### src/rtl/mc_ctrl_pkg.sv
`default_nettype none
// ============================================================================
//  Module      : mc_ctrl_pkg
//  Description : Shared encodings for the multicycle MIPS control path:
//                FSM state codes, opcode/funct/rt constants, ALU-control
//                class codes (aluop) and datapath mux-select encodings.
//                The ALU-control decoder imports the same aluop codes.
//  Revision    : 1.0 - initial release
// ============================================================================
package mc_ctrl_pkg;

   typedef logic [3:0] state_t;

   // FSM state encodings (also visible on state_o)
   localparam state_t ST_FETCH    = 4'd0;
   localparam state_t ST_DECODE   = 4'd1;
   localparam state_t ST_MEM_ADDR = 4'd2;
   localparam state_t ST_MEM_RD   = 4'd3;
   localparam state_t ST_MEM_WB   = 4'd4;
   localparam state_t ST_MEM_WR   = 4'd5;
   localparam state_t ST_R_EXEC   = 4'd6;
   localparam state_t ST_R_WB     = 4'd7;
   localparam state_t ST_BRANCH   = 4'd8;
   localparam state_t ST_JUMP     = 4'd9;
   localparam state_t ST_I_EXEC   = 4'd10;
   localparam state_t ST_I_WB     = 4'd11;
   localparam state_t ST_JR       = 4'd12;
   localparam state_t ST_HALT     = 4'd15;

   // Opcodes
   localparam logic [5:0] OP_RTYPE  = 6'h00;
   localparam logic [5:0] OP_REGIMM = 6'h01;
   localparam logic [5:0] OP_J      = 6'h02;
   localparam logic [5:0] OP_JAL    = 6'h03;
   localparam logic [5:0] OP_BEQ    = 6'h04;
   localparam logic [5:0] OP_BNE    = 6'h05;
   localparam logic [5:0] OP_BLEZ   = 6'h06;
   localparam logic [5:0] OP_BGTZ   = 6'h07;
   localparam logic [5:0] OP_ADDI   = 6'h08;
   localparam logic [5:0] OP_ADDIU  = 6'h09;
   localparam logic [5:0] OP_SLTI   = 6'h0a;
   localparam logic [5:0] OP_SLTIU  = 6'h0b;
   localparam logic [5:0] OP_ANDI   = 6'h0c;
   localparam logic [5:0] OP_ORI    = 6'h0d;
   localparam logic [5:0] OP_XORI   = 6'h0e;
   localparam logic [5:0] OP_LUI    = 6'h0f;
   localparam logic [5:0] OP_LW     = 6'h23;
   localparam logic [5:0] OP_SW     = 6'h2b;

   // funct / rt selectors
   localparam logic [5:0] FN_JR     = 6'h08;
   localparam logic [5:0] FN_JALR   = 6'h09;
   localparam logic [4:0] RT_BLTZ   = 5'd0;
   localparam logic [4:0] RT_BGEZ   = 5'd1;

   // ALU-control class codes
   localparam logic [3:0] ALUOP_ADD   = 4'h0;
   localparam logic [3:0] ALUOP_SUB   = 4'h1;  // beq
   localparam logic [3:0] ALUOP_RTYPE = 4'h2;
   localparam logic [3:0] ALUOP_ADDI  = 4'h3;
   localparam logic [3:0] ALUOP_ADDIU = 4'h4;
   localparam logic [3:0] ALUOP_AND   = 4'h5;
   localparam logic [3:0] ALUOP_OR    = 4'h6;
   localparam logic [3:0] ALUOP_XOR   = 4'h7;
   localparam logic [3:0] ALUOP_LUI   = 4'h8;
   localparam logic [3:0] ALUOP_SLT   = 4'h9;
   localparam logic [3:0] ALUOP_SLTU  = 4'ha;
   localparam logic [3:0] ALUOP_BNE   = 4'hb;
   localparam logic [3:0] ALUOP_BGTZ  = 4'hc;
   localparam logic [3:0] ALUOP_BLEZ  = 4'hd;
   localparam logic [3:0] ALUOP_BLTZ  = 4'he;
   localparam logic [3:0] ALUOP_BGEZ  = 4'hf;

   // Mux-select encodings
   localparam logic [1:0] REGDST_RT   = 2'd0;
   localparam logic [1:0] REGDST_RD   = 2'd1;
   localparam logic [1:0] REGDST_RA   = 2'd2;
   localparam logic [1:0] M2R_ALUOUT  = 2'd0;
   localparam logic [1:0] M2R_MDR     = 2'd1;
   localparam logic [1:0] M2R_PC      = 2'd2;
   localparam logic       SRCA_PC     = 1'b0;
   localparam logic       SRCA_A      = 1'b1;
   localparam logic [1:0] SRCB_B      = 2'd0;
   localparam logic [1:0] SRCB_FOUR   = 2'd1;
   localparam logic [1:0] SRCB_IMM    = 2'd2;
   localparam logic [1:0] SRCB_IMMSH2 = 2'd3;
   localparam logic [1:0] PCSRC_ALU   = 2'd0;
   localparam logic [1:0] PCSRC_ALUOUT= 2'd1;
   localparam logic [1:0] PCSRC_JUMP  = 2'd2;
   localparam logic [1:0] PCSRC_REG   = 2'd3;

   // REGIMM is only a branch for bltz/bgez; other rt values are illegal.
   function automatic logic is_branch(input logic [5:0] op, input logic [4:0] rt_f);
      return (op inside {OP_BEQ, OP_BNE, OP_BLEZ, OP_BGTZ}) ||
             (op == OP_REGIMM && (rt_f == RT_BLTZ || rt_f == RT_BGEZ));
   endfunction

endpackage
`default_nettype wire

### src/rtl/mc_aluop_enc.sv
`default_nettype none
// ============================================================================
//  Module      : mc_aluop_enc
//  Description : Combinational opcode/rt -> aluop class encoder used in the
//                I_EXEC and BRANCH states.
//  Ports       : opcode (6)  IR[31:26]
//                rt     (5)  IR[20:16], splits REGIMM into bltz/bgez
//                aluop  (4)  ALU-control class code, 0 when not applicable
//  Revision    : 1.0 - initial release
// ============================================================================
module mc_aluop_enc
   import mc_ctrl_pkg::*;
(
   input  logic [5:0] opcode,
   input  logic [4:0] rt,
   output logic [3:0] aluop
);

   always_comb begin
      aluop = ALUOP_ADD;
      unique case (opcode)
         OP_BEQ:    aluop = ALUOP_SUB;
         OP_BNE:    aluop = ALUOP_BNE;
         OP_BLEZ:   aluop = ALUOP_BLEZ;
         OP_BGTZ:   aluop = ALUOP_BGTZ;
         OP_REGIMM: aluop = (rt == RT_BGEZ) ? ALUOP_BGEZ : ALUOP_BLTZ;
         OP_ADDI:   aluop = ALUOP_ADDI;
         OP_ADDIU:  aluop = ALUOP_ADDIU;
         OP_SLTI:   aluop = ALUOP_SLT;
         OP_SLTIU:  aluop = ALUOP_SLTU;
         OP_ANDI:   aluop = ALUOP_AND;
         OP_ORI:    aluop = ALUOP_OR;
         OP_XORI:   aluop = ALUOP_XOR;
         OP_LUI:    aluop = ALUOP_LUI;
         default:   aluop = ALUOP_ADD;
      endcase
   end

endmodule
`default_nettype wire

### src/rtl/mc_main_ctrl.sv
`default_nettype none
// ============================================================================
//  Module      : mc_main_ctrl
//  Description : Main control FSM for the multicycle MIPS datapath. Sequences
//                fetch/decode/execute/memory/writeback, drives all datapath
//                enables and mux selects, stalls on mem_ready and halts
//                (sticky) on illegal opcodes.
//  Ports       : clk, rst_n (sync, active low)
//                opcode/funct/rt  IR fields
//                mem_ready        memory handshake
//                pc_write, pc_write_cond, iord, mem_read, mem_write,
//                ir_write, reg_dst, mem_to_reg, reg_write, alu_src_a,
//                alu_src_b, aluop, pc_source   datapath controls
//                halted, state_o, retired       status/debug
//  Revision    : 1.0 - initial release
// ============================================================================
module mc_main_ctrl
   import mc_ctrl_pkg::*;
#(
   parameter int RETIRE_W = 32
)(
   input  logic                clk,
   input  logic                rst_n,
   input  logic [5:0]          opcode,
   input  logic [5:0]          funct,
   input  logic [4:0]          rt,
   input  logic                mem_ready,
   output logic                pc_write,
   output logic                pc_write_cond,
   output logic                iord,
   output logic                mem_read,
   output logic                mem_write,
   output logic                ir_write,
   output logic [1:0]          reg_dst,
   output logic [1:0]          mem_to_reg,
   output logic                reg_write,
   output logic                alu_src_a,
   output logic [1:0]          alu_src_b,
   output logic [3:0]          aluop,
   output logic [1:0]          pc_source,
   output logic                halted,
   output logic [3:0]          state_o,
   output logic [RETIRE_W-1:0] retired
);

   state_t                state_q, state_d;
   logic                  halted_q;
   logic [RETIRE_W-1:0]   retired_q;
   logic                  retire;
   logic [3:0]            enc_aluop;

   // Ungated write/request strobes; gated by rst_n at the ports
   logic pc_write_s, pc_write_cond_s, mem_read_s, mem_write_s, ir_write_s, reg_write_s;

   mc_aluop_enc u_aluop_enc (
      .opcode (opcode),
      .rt     (rt),
      .aluop  (enc_aluop)
   );

   // ---------------------------------------------------------------- state reg
   always_ff @(posedge clk) begin
      if (!rst_n) begin
         state_q   <= ST_FETCH;
         halted_q  <= 1'b0;
         retired_q <= '0;
      end else begin
         state_q <= state_d;
         if (state_d == ST_HALT)
            halted_q <= 1'b1;
         if (retire)
            retired_q <= retired_q + {{(RETIRE_W-1){1'b0}}, 1'b1};
      end
   end

   // ---------------------------------------------------------------- next state
   always_comb begin
      state_d = state_q;
      retire  = 1'b0;
      case (state_q)
         ST_FETCH:    if (mem_ready) state_d = ST_DECODE;
         ST_DECODE: begin
            if (opcode == OP_RTYPE)
               state_d = (funct == FN_JR || funct == FN_JALR) ? ST_JR : ST_R_EXEC;
            else if (opcode == OP_LW || opcode == OP_SW)
               state_d = ST_MEM_ADDR;
            else if (is_branch(opcode, rt))
               state_d = ST_BRANCH;
            else if (opcode == OP_J || opcode == OP_JAL)
               state_d = ST_JUMP;
            else if (opcode >= OP_ADDI && opcode <= OP_LUI)
               state_d = ST_I_EXEC;
            else
               state_d = ST_HALT;
         end
         ST_MEM_ADDR: state_d = (opcode == OP_LW) ? ST_MEM_RD : ST_MEM_WR;
         ST_MEM_RD:   if (mem_ready) state_d = ST_MEM_WB;
         ST_MEM_WR: begin
            if (mem_ready) begin
               state_d = ST_FETCH;
               retire  = 1'b1;
            end
         end
         ST_R_EXEC:   state_d = ST_R_WB;
         ST_I_EXEC:   state_d = ST_I_WB;
         ST_MEM_WB, ST_R_WB, ST_I_WB, ST_BRANCH, ST_JUMP, ST_JR: begin
            state_d = ST_FETCH;
            retire  = 1'b1;
         end
         ST_HALT:     state_d = ST_HALT;
         default:     state_d = ST_HALT;  // unused codes are treated as illegal
      endcase
   end

   // ---------------------------------------------------------------- outputs
   always_comb begin
      pc_write_s      = 1'b0;
      pc_write_cond_s = 1'b0;
      mem_read_s      = 1'b0;
      mem_write_s     = 1'b0;
      ir_write_s      = 1'b0;
      reg_write_s     = 1'b0;
      iord            = 1'b0;
      reg_dst         = REGDST_RT;
      mem_to_reg      = M2R_ALUOUT;
      alu_src_a       = SRCA_PC;
      alu_src_b       = SRCB_B;
      aluop           = ALUOP_ADD;
      pc_source       = PCSRC_ALU;
      case (state_q)
         ST_FETCH: begin
            mem_read_s = 1'b1;
            alu_src_b  = SRCB_FOUR;
            // IR and PC+4 commit only when the instruction word is valid
            ir_write_s = mem_ready;
            pc_write_s = mem_ready;
         end
         ST_DECODE:   alu_src_b = SRCB_IMMSH2;  // branch target precompute
         ST_MEM_ADDR: begin
            alu_src_a = SRCA_A;
            alu_src_b = SRCB_IMM;
         end
         ST_MEM_RD: begin
            mem_read_s = 1'b1;
            iord       = 1'b1;
         end
         ST_MEM_WB: begin
            reg_write_s = 1'b1;
            mem_to_reg  = M2R_MDR;
         end
         ST_MEM_WR: begin
            mem_write_s = 1'b1;
            iord        = 1'b1;
         end
         ST_R_EXEC: begin
            alu_src_a = SRCA_A;
            aluop     = ALUOP_RTYPE;
         end
         ST_R_WB: begin
            reg_write_s = 1'b1;
            reg_dst     = REGDST_RD;
         end
         ST_I_EXEC: begin
            alu_src_a = SRCA_A;
            alu_src_b = SRCB_IMM;
            aluop     = enc_aluop;
         end
         ST_I_WB:     reg_write_s = 1'b1;
         ST_BRANCH: begin
            alu_src_a       = SRCA_A;
            pc_write_cond_s = 1'b1;
            pc_source       = PCSRC_ALUOUT;
            aluop           = enc_aluop;
         end
         ST_JUMP: begin
            pc_write_s = 1'b1;
            pc_source  = PCSRC_JUMP;
            if (opcode == OP_JAL) begin
               reg_write_s = 1'b1;
               reg_dst     = REGDST_RA;
               mem_to_reg  = M2R_PC;
            end
         end
         ST_JR: begin
            pc_write_s = 1'b1;
            pc_source  = PCSRC_REG;
            if (funct == FN_JALR) begin
               reg_write_s = 1'b1;
               reg_dst     = REGDST_RD;
               mem_to_reg  = M2R_PC;
            end
         end
         default: ;
      endcase
   end

   // Reset low suppresses every side effect, even mid-instruction
   assign pc_write      = pc_write_s      & rst_n;
   assign pc_write_cond = pc_write_cond_s & rst_n;
   assign mem_read      = mem_read_s      & rst_n;
   assign mem_write     = mem_write_s     & rst_n;
   assign ir_write      = ir_write_s      & rst_n;
   assign reg_write     = reg_write_s     & rst_n;

   assign halted  = halted_q;
   assign state_o = state_q;
   assign retired = retired_q;

endmodule
`default_nettype wire

### config.mk
export PLATFORM = sky130hd
export DESIGN_NAME = mc_main_ctrl
export DESIGN_NICKNAME = d
export VERILOG_FILES = /design/src/rtl/mc_ctrl_pkg.sv /design/src/rtl/mc_aluop_enc.sv /design/src/rtl/mc_main_ctrl.sv
export SDC_FILE = /design/constraint.sdc
export NUM_CORES = 1
export LEC_CHECK = 0
export BUFFER_PORTS_ARGS = -buffer_cell sky130_fd_sc_hd__buf_2
export CAP_MARGIN = 15
export CORE_MARGIN = 2
export CORE_UTILIZATION = 51
export DETAILED_ROUTE_END_ITERATION = 10
export PLACE_DENSITY = 0.86
export SLEW_MARGIN = 25
export SYNTH_ARGS = -nofsm -noshare
export SYNTH_HDL_FRONTEND = slang
export SYNTH_HIERARCHICAL = 1
export SYNTH_SLANG_ARGS = --single-unit
### constraint.sdc
create_clock -name clk -period 3 [get_ports clk]
set_input_delay 0.15 -clock clk [delete_from_list [all_inputs] [get_ports clk]]
set_output_delay 0.15 -clock clk [all_outputs]
set_load 0.02 [all_outputs]
==> impl_metrics.env, run 1 <==
export IMPL_drt_wirelength_per_cell_um=14.0
export IMPL_worstSetupEndpoint="retired[14]"
export IMPL_die_area_um2=5340
export IMPL_cp_startpoint="state_o[1]"
export IMPL_reg2reg_from="state_o[1]"
export IMPL_instances_no_fill=431
export IMPL_synth_compound_area_frac=0.240
export IMPL_syn_num_nets=330
export IMPL_yosysSeqAreaShare=0.304
export IMPL_place_gp_congestion=0.869
export IMPL_start_kind="flop"
export IMPL_drt_pass1_iter_count=5
export IMPL_grt_pass1_vias=2189
export IMPL_cts_tree="done"
export IMPL_cts_buffers=5
export IMPL_cts_sinks=37
export IMPL_yosys_warnings=6
export IMPL_setup_tns_ns=0
export IMPL_area_growth_pct=19.3
export IMPL_antenna_left=0
export IMPL_wirelength_um=6030
export IMPL_hold_class="in2reg"
export IMPL_synth_edff_count=0
export IMPL_synth_mux_area_fraction=0.00411
export IMPL_cts_resized=0
export IMPL_yosys_area_share_adder=0.00514
export IMPL_timing_final_hold_violations=0
export IMPL_cp_cell_sequence="nor3_1 -> o21ai_4 -> nand4_4 -> or4_1 -> a21oi_1"
export IMPL_cpPeakStageDelay_ns=0.74
export IMPL_holdWs_ns=0.209
export IMPL_cp_max_fo=27
export IMPL_fmax_mhz=428
export IMPL_ys_flop_type="dfxtp_1"
export IMPL_finalNetCount=397
export IMPL_path_class="reg2reg"
export IMPL_critPathSlowestCell="dfxtp_1"
export IMPL_crit_required_ns=3.23
export IMPL_cp_arrival_ns=2.56
export IMPL_num_rows=25
export IMPL_slew_headroom=0.563
export IMPL_fin_skew_ns=0.00790
export IMPL_r2r_cells=5
export IMPL_grt_pass1_wl_um=9670
export IMPL_synth_cell_types=57
export IMPL_syn_inst=309
export IMPL_post_route_cell_area_um2=2900
export IMPL_power_density_nw_per_um2=503
export IMPL_start_util=0.522
export IMPL_track_usage=0.224
export IMPL_grt_overflow=0
export IMPL_core_um2=4660
export IMPL_grt_max_degree=33
export IMPL_diodes=0
export IMPL_dpl_hpwl_um=4330
export IMPL_synth_seq_cells=37
export IMPL_clk_insertion_delay_late_ns=0.29
export IMPL_die_width_um=73.1
export IMPL_cts_max_level=2
export IMPL_clock_path_buffers=2
export IMPL_holdBufCountCts=0
export IMPL_antenna_found_initial=0
export IMPL_rsz0062_at_grt="false"
export IMPL_mostFrequentLayoutCell="buf_2"
export IMPL_irDropWorstVdd_mv=0.188
export IMPL_postSynthAreaPerCell_um2=7.88
export IMPL_cap_viol_max_count=0
export IMPL_vias=2613
export IMPL_cp_end_kind="flop"
export IMPL_tightestPinTransition_ns=0.653
export IMPL_yosys_area_share_simple=0.374
export IMPL_drtIter0Drc=217
export IMPL_drive_gt1_frac=0.260
export IMPL_synth_area_um2=2430
export IMPL_die_h_um=73.1
export IMPL_postCtsSetupRepairBufs=0
export IMPL_setup_violations=0
export IMPL_root_buffer="clkbuf_8"
export IMPL_regToRegSetupSlack_ns=0.67
export IMPL_clkTransAtPathRegs_ns=0.08
export IMPL_period_minus_slack_ns=2.33
export IMPL_layout_common_cells="76 x buf_2, 37 x dfxtp_1, 30 x a21oi_1"
export IMPL_io_pins=77
export IMPL_placedCellCount=423
export IMPL_synth_xor_area_share=0.0216
export IMPL_ys_async_sr_fraction=0
export IMPL_period_share=0.778
export IMPL_drc=0
export IMPL_slew_violations=0
export IMPL_dpl_cell_area_um2=2810
export IMPL_p_leak_nw=1.19
export IMPL_avgViaCountPerCell=6.06
export IMPL_portBuffers=76
export IMPL_reg2reg_to="retired[14]"
export IMPL_synth_top_family_by_area="simple AND/OR/NAND/NOR gates"
export IMPL_status="completed"
[synth_stat cells (7+ instances only)]
library cell  instances  area (um^2)
a21oi_1              30          150
and2_1                7         43.8
clkbuf_1             11         41.3
dfxtp_1              37          741
nand2_1              22         82.6
nand3_1              16         80.1
nand4_1               7         43.8
nor2_1               19         71.3
nor2b_1               9         56.3
o21ai_0              14         70.1
o31ai_1              15          113
or3_1                10         62.6
or4_1                16          120
[registers in the layout, indices dropped and copies added (netlist names)]
name / flops
halted: 1
state_o: 4
retired: 32
[metrics by stage]
step | total power (W) | utilization | setup slack [ns]
2_1_floorplan | 0.000945 | - | 0.788
3_3_place_gp | 0.00108 | 0.602 | 0.856
3_5_place_dp | 0.00109 | 0.602 | 0.698
4_1_cts | 0.00146 | 0.623 | 0.686
5_1_grt | 0.00154 | 0.623 | 0.459
6_report | 0.00146 | 0.623 | 0.666
[power by group]
part | switching (W) | leakage (nW) | internal (W)
Clock | 0.000186 | 0.0512 | 0.000186
Combinational | 0.000327 | 0.838 | 0.000192
Sequential | 0.0000525 | 0.299 | 0.000516
[worst max-delay path, delay by kind of cell (launching register included)]
kind,cells,cell delay (ns)
AND/OR/NAND/NOR,3,1.12
flip-flops,1,0.74
AO/OA/AOI/OAI,2,0.41
[cells by family after synthesis]
logic type                 Yosys count
muxes                                1
xor gates and xnor gates             6
AOI/OAI and AO/OA                   88
adders and majority gates            1
and+or+nand+nor                    151
buffers and inverters               25
DFF                                 37
[layout make-up]
cell class	instances	area, um^2
fill	398	1760
multi-input combinational	247	1570
sequential	37	741
timing repair buffer	80	410
clock buffer	6	82.6
tap	54	67.6
inverter	5	18.8
clock inverter	2	13.8
[metal layers]
metal  vias to the layer above  track usage  share of wire
li1                       1317            -              -
met1                      1218        0.295           0.46
met2                        71        0.365           0.48
met3                         7       0.0373          0.048
met4                         0       0.0844          0.012
met5                         -            0              0
[worst min path at each step]
stage / startpoint / endpoint / slack (ns) / cells after the start
floorplan: rst_n / retired[29] / 0.33 / 2
global placement: halted / halted / 0.45 / 2
detailed placement: halted / halted / 0.44 / 2
CTS: rst_n / retired[28] / 0.20 / 2
global route: rst_n / retired[24] / 0.21 / 2
finish: rst_n / retired[28] / 0.21 / 2
No activity file was read; power rests on OpenSTA's default activity.
==> run 2: changes to the inputs <==
CORE_UTILIZATION = 46   (was 51)
PLACE_DENSITY = 0.82   (was 0.86)
clock period = 1.9 ns   (was 3 ns; I/O delays follow)
==> run 2 against run 1 <==
Compared with the run above: power rose by 75%; critical path depth is 2 higher; first-iteration DRC count rose by 1.4%; clock-buffer cell count is the same; setup slack worse by 0.62 ns; sequential power up 51%; largest cell class unchanged; die area increased by 10%; flip-flop and latch count unchanged; combinational power rose by 90%; sequential share of layout area decreased by 2.0 points; global-route usage shrank 1.1 points.
==> impl_metrics.env, run 2 (same netlist as run 1, synthesis figures left out) <==
export IMPL_die_width_um=76.8
export IMPL_antenna_left=0
export IMPL_period_minus_slack_ns=1.85
export IMPL_drc=0
export IMPL_post_place_ws_ns=0.0469
export IMPL_critPathSlowestCell="dfxtp_1"
export IMPL_cts_tree="done"
export IMPL_period_share=0.974
export IMPL_largest_reg_flops=32
export IMPL_finalWorstSetupSlack_ns=0.0491
export IMPL_num_rows=26
export IMPL_slew_headroom=0.731
export IMPL_grt_pass1_vias=2418
export IMPL_start_kind="flop"
export IMPL_setup_violations=0
export IMPL_holdWs_ns=0.196
export IMPL_grt_max_degree=24
export IMPL_cp_end_kind="output pin"
export IMPL_io_pins=77
export IMPL_die_area_um2=5890
export IMPL_track_usage=0.212
export IMPL_cp_max_fo=18
export IMPL_cap_viol_max_count=0
export IMPL_power_density_nw_per_um2=803
export IMPL_tightestPinTransition_ns=0.401
export IMPL_cts_buffers=5
export IMPL_crit_required_ns=1.80
export IMPL_cpPeakStageDelay_ns=0.33
export IMPL_layout_common_cells="77 x buf_2, 30 x a21oi_1, 30 x dfxtp_1"
export IMPL_antenna_found_initial=0
export IMPL_cp_arrival_ns=1.76
export IMPL_path_class="reg2out"
export IMPL_area_growth_pct=30.8
export IMPL_hold_class="in2reg"
export IMPL_vias=2775
export IMPL_clkTransAtPathRegs_ns=0.08
export IMPL_cts_sinks=37
export IMPL_mostFrequentLayoutCell="buf_2"
export IMPL_wirelength_um=6670
export IMPL_root_buffer="clkbuf_8"
export IMPL_holdBufCountCts=0
export IMPL_nFillCells=455
export IMPL_start_util=0.477
export IMPL_grt_overflow=0
export IMPL_status="completed"
export IMPL_grt_pass1_wl_um=10700
export IMPL_slew_violations=0
export IMPL_timing_final_hold_violations=0
export IMPL_clk_insertion_delay_late_ns=0.29
export IMPL_place_gp_congestion=0.812
export IMPL_cts_max_level=2
export IMPL_diodes=0
export IMPL_p_leak_nw=1.31
export IMPL_fmax_mhz=540
export IMPL_die_h_um=76.8
export IMPL_fin_skew_ns=0.00909
export IMPL_cp_cell_sequence="buf_4 -> buf_6 -> nand2b_1 -> nor3_2 -> a41o_1 -> o31a_1 -> buf_2"
export IMPL_core_um2=5110
export IMPL_finalNetCount=421
export IMPL_drt_wirelength_per_cell_um=14.2
export IMPL_critPathTopFamily="compound AO/OA/AOI/OAI gates"
export IMPL_drive_gt1_frac=0.342
export IMPL_dpl_hpwl_um=4570
export IMPL_irDropWorstVdd_mv=0.335
export IMPL_clock_path_buffers=2
export IMPL_avgViaCountPerCell=5.89
export IMPL_portBuffers=76
export IMPL_drt_pass1_iter_count=4
export IMPL_cp_buffers_inverters=3
export IMPL_drtIter0Drc=220
==> run 2: cell types whose count changed in the layout (fill, tap and decap cells not counted), sizes merged <==
| cell | change |
|---|---|
| buf | +23 |
| bufinv | +1 |
| clkinv | -2 |
| clkinvlp | +1 |
| nand4 | +1 |
==> run 2: worst paths after layout <==
| path | depth (start not counted) | to | from | slack [ns] |
|---|---|---|---|---|
| setup / recovery | 7 | reg_write | state_o[0] | 0.05 |
| hold reg to reg | 2 | halted | halted | 0.46 |
| hold / removal | 3 | state_o[0] | mem_ready | 0.20 |
| setup reg to reg | 6 | retired[29] | retired[9] | 0.10 |
==> run 2: layout make-up <==
type	count	area, um^2	share of cell area
clock buffer	6	82.6	0.0259
clock inverter	2	37.5	0.0118
inverter	5	18.8	0.00589
multi-input combinational	248	1610	0.507
sequential	37	749	0.235
tap	70	87.6	0.0275
timing repair buffer	103	596	0.187
==> run 2: per-layer routing <==
metal / global-route usage / part of all wire / vias to the layer above
met3: 0.0435 / 0.060 / 5
met5: 0 / 0 / -
met1: 0.260 / 0.43 / 1313
met2: 0.378 / 0.50 / 84
met4: 0.0545 / 0.0077 / 0
li1: - / - / 1373
==> run 2: repair_timing <==
item                                   4_1_cts  5_1_grt
endpoints found under the hold margin        0        0
resized for setup                            1       15
cloned                                       0        2
setup endpoints to repair                    1       21
pin swaps                                    0        3
setup buffers                                0        4
==> run 2: worst min-delay path: cells and delay by family <==
kind / cells / cell delay [ns]
buf+inv: 1 / 0.14
compound gates: 1 / 0.10
simple gates: 1 / 0.09
==> run 2: power breakdown <==
part	internal [W]	switching (W)	total [W]
combinational	0.000380	0.000605	0.000985
clock	0.000427	0.000292	0.000719
sequential	0.000817	0.0000376	0.000855
total	0.00162	0.000934	0.00256
==> run 2: through the flow <==
| step | instance area (um^2) | cells | TNS, ns | util | total power [W] |
|---|---|---|---|---|---|
| 6_report | 3190 | 471 | 0 | 0.624 | 0.00256 |
| 5_1_grt | 3190 | 471 | -0.0266 | 0.624 | 0.00269 |
| 4_1_cts | 3100 | 465 | 0 | 0.607 | 0.00250 |
| 3_5_place_dp | 2980 | 457 | 0 | 0.583 | 0.00179 |
| 3_3_place_gp | 2980 | 457 | 0 | 0.583 | 0.00178 |
| 2_1_floorplan | 2450 | 309 | -0.0562 | - | 0.00150 |
==> run 3: changes to the inputs <==
MAX_ROUTING_LAYER = met4   (was not set)
clock period = 1.7 ns   (was 1.9 ns; I/O delays follow)
==> run 3 against run 2 <==
Compared with the run above: core utilization rose by 13 points; via count rose by 15%; the run now ends with negative setup slack left; flip-flop and latch count did not move; first-iteration DRC count rose by 24%.
==> impl_metrics.env, run 3 (same netlist as run 1, synthesis figures left out) <==
export IMPL_place_gp_congestion=0.818
export IMPL_fin_skew_ns=0.0167
export IMPL_cp_arrival_ns=2.02
export IMPL_diodes=0
export IMPL_drt_wirelength_per_cell_um=17.2
export IMPL_start_kind="flop"
export IMPL_root_buffer="clkbuf_8"
export IMPL_fmax_mhz=561
export IMPL_area_growth_pct=57.5
export IMPL_drt_pass1_iter_count=5
export IMPL_violations="negative setup slack"
export IMPL_path_class="reg2reg"
export IMPL_die_area_um2=5890
export IMPL_num_rows=26
export IMPL_irDropWorstVdd_mv=0.389
export IMPL_setup_violations=23
export IMPL_grt_overflow=0
export IMPL_period_minus_slack_ns=1.78
export IMPL_clock_path_buffers=2
export IMPL_antenna_left=0
export IMPL_io_pins=77
export IMPL_vias=3192
export IMPL_total_power_w=0.00315
export IMPL_antenna_found_initial=0
export IMPL_period_share=1.05
export IMPL_mostFrequentLayoutCell="buf_2"
export IMPL_drive_gt1_frac=0.499
export IMPL_die_h_um=76.8
export IMPL_slew_headroom=0.754
export IMPL_die_width_um=76.8
export IMPL_cts_sinks=37
export IMPL_status="finished with violations"
export IMPL_regToRegSetupSlack_ns=-0.08
export IMPL_grt_pass1_wl_um=12600
export IMPL_cp_max_fo=12
export IMPL_tightestPinTransition_ns=0.366
export IMPL_portBuffers=76
export IMPL_hold_class="in2reg"
export IMPL_cts_tree="done"
export IMPL_timing_final_hold_violations=0
export IMPL_rsz0062_at_grt="true"
export IMPL_start_util=0.477
export IMPL_fin_util=0.751
export IMPL_setup_tns_ns=-1.02
export IMPL_layout_common_cells="71 x buf_2, 65 x buf_4, 22 x dfxtp_1"
export IMPL_drtIter0Drc=273
export IMPL_cap_viol_max_count=0
export IMPL_clkTransAtPathRegs_ns=0.08
export IMPL_nFillCells=355
export IMPL_drc=0
export IMPL_largest_reg_flops=32
export IMPL_finalWorstSetupSlack_ns=-0.0815
export IMPL_dpl_hpwl_um=5030
export IMPL_cts_max_level=2
export IMPL_holdBufCountCts=0
export IMPL_cp_end_kind="flop"
export IMPL_track_usage=0.261
export IMPL_cts_buffers=5
export IMPL_grt_max_degree=20
export IMPL_grt_pass1_vias=2705
export IMPL_wirelength_um=8910
export IMPL_finalNetCount=469
export IMPL_clk_insertion_delay_late_ns=0.30
export IMPL_avgViaCountPerCell=6.15
export IMPL_crit_required_ns=1.93
export IMPL_slew_violations=0
export IMPL_core_um2=5110
export IMPL_p_leak_nw=1.62
export IMPL_power_density_nw_per_um2=823
-- run 3: cell types whose count changed in the layout (fill, tap and decap cells not counted), sizes merged --
cell and change:
clkinvlp -1, clkbuf +2, nand4 -1, bufinv -1
buf +49
-- run 3: repair_timing --
item                       4_1_cts  5_1_grt
pin swaps                        7       22
gates cloned                     0        1
setup endpoints to repair       20       34
buffers inserted                 5       13
resized for setup               20       54
-- run 3: report_power, final --
group | switching, W | internal, W | total [W]
clock network | 0.000326 | 0.000331 | 0.000657
logic | 0.000832 | 0.000703 | 0.00154
registers | 0.0000543 | 0.000908 | 0.000962
-- run 3: final timing paths --
kind	from	end	cells past startpoint
setup / recovery	state_o[0]	retired[18]	6
setup reg to reg	state_o[0]	retired[18]	6
hold / removal	rst_n	retired[24]	2
hold reg to reg	halted	halted	2
-- run 3: final cells by class --
type / instances / area (um^2) / area share
clock buffers: 8 / 90.1 / 0.0235
inverters: 5 / 18.8 / 0.00489
multi-input cells: 247 / 1820 / 0.474
flip-flops and latches: 37 / 785 / 0.205
well taps: 70 / 87.6 / 0.0228
repair buffers: 152 / 1030 / 0.270
-- run 3: through the flow --
step	setup slack, ns	std cells	instance area, um^2	hold WS, ns
final	-0.0815	519	3830	0.147
after global routing	-0.156	519	3830	0.153
after detailed placement	-0.0569	492	3310	0.443
after CTS	-0.0429	505	3510	0.137
after global placement	0.0107	492	3310	0.440
after floorplan	-0.0432	309	2540	0.259
-- run 3: worst max-delay path: stages, from the launching register on --
cell	delay [ns]
dfxtp_2	0.39
nand2b_4	0.15
o21a_2	0.20
nand4_4	0.14
buf_8	0.18
or4_1	0.52
a21oi_2	0.14
-- run 3: routing by layer --
layer / routed length [um] / vias up / GRT usage
met1: 3560 / 1545 / 0.327
met5: 0 / - / -
li1: - / 1467 / -
met4: 221 / 0 / 0.0836
met2: 4550 / 155 / 0.438
met3: 569 / 25 / 0.0329
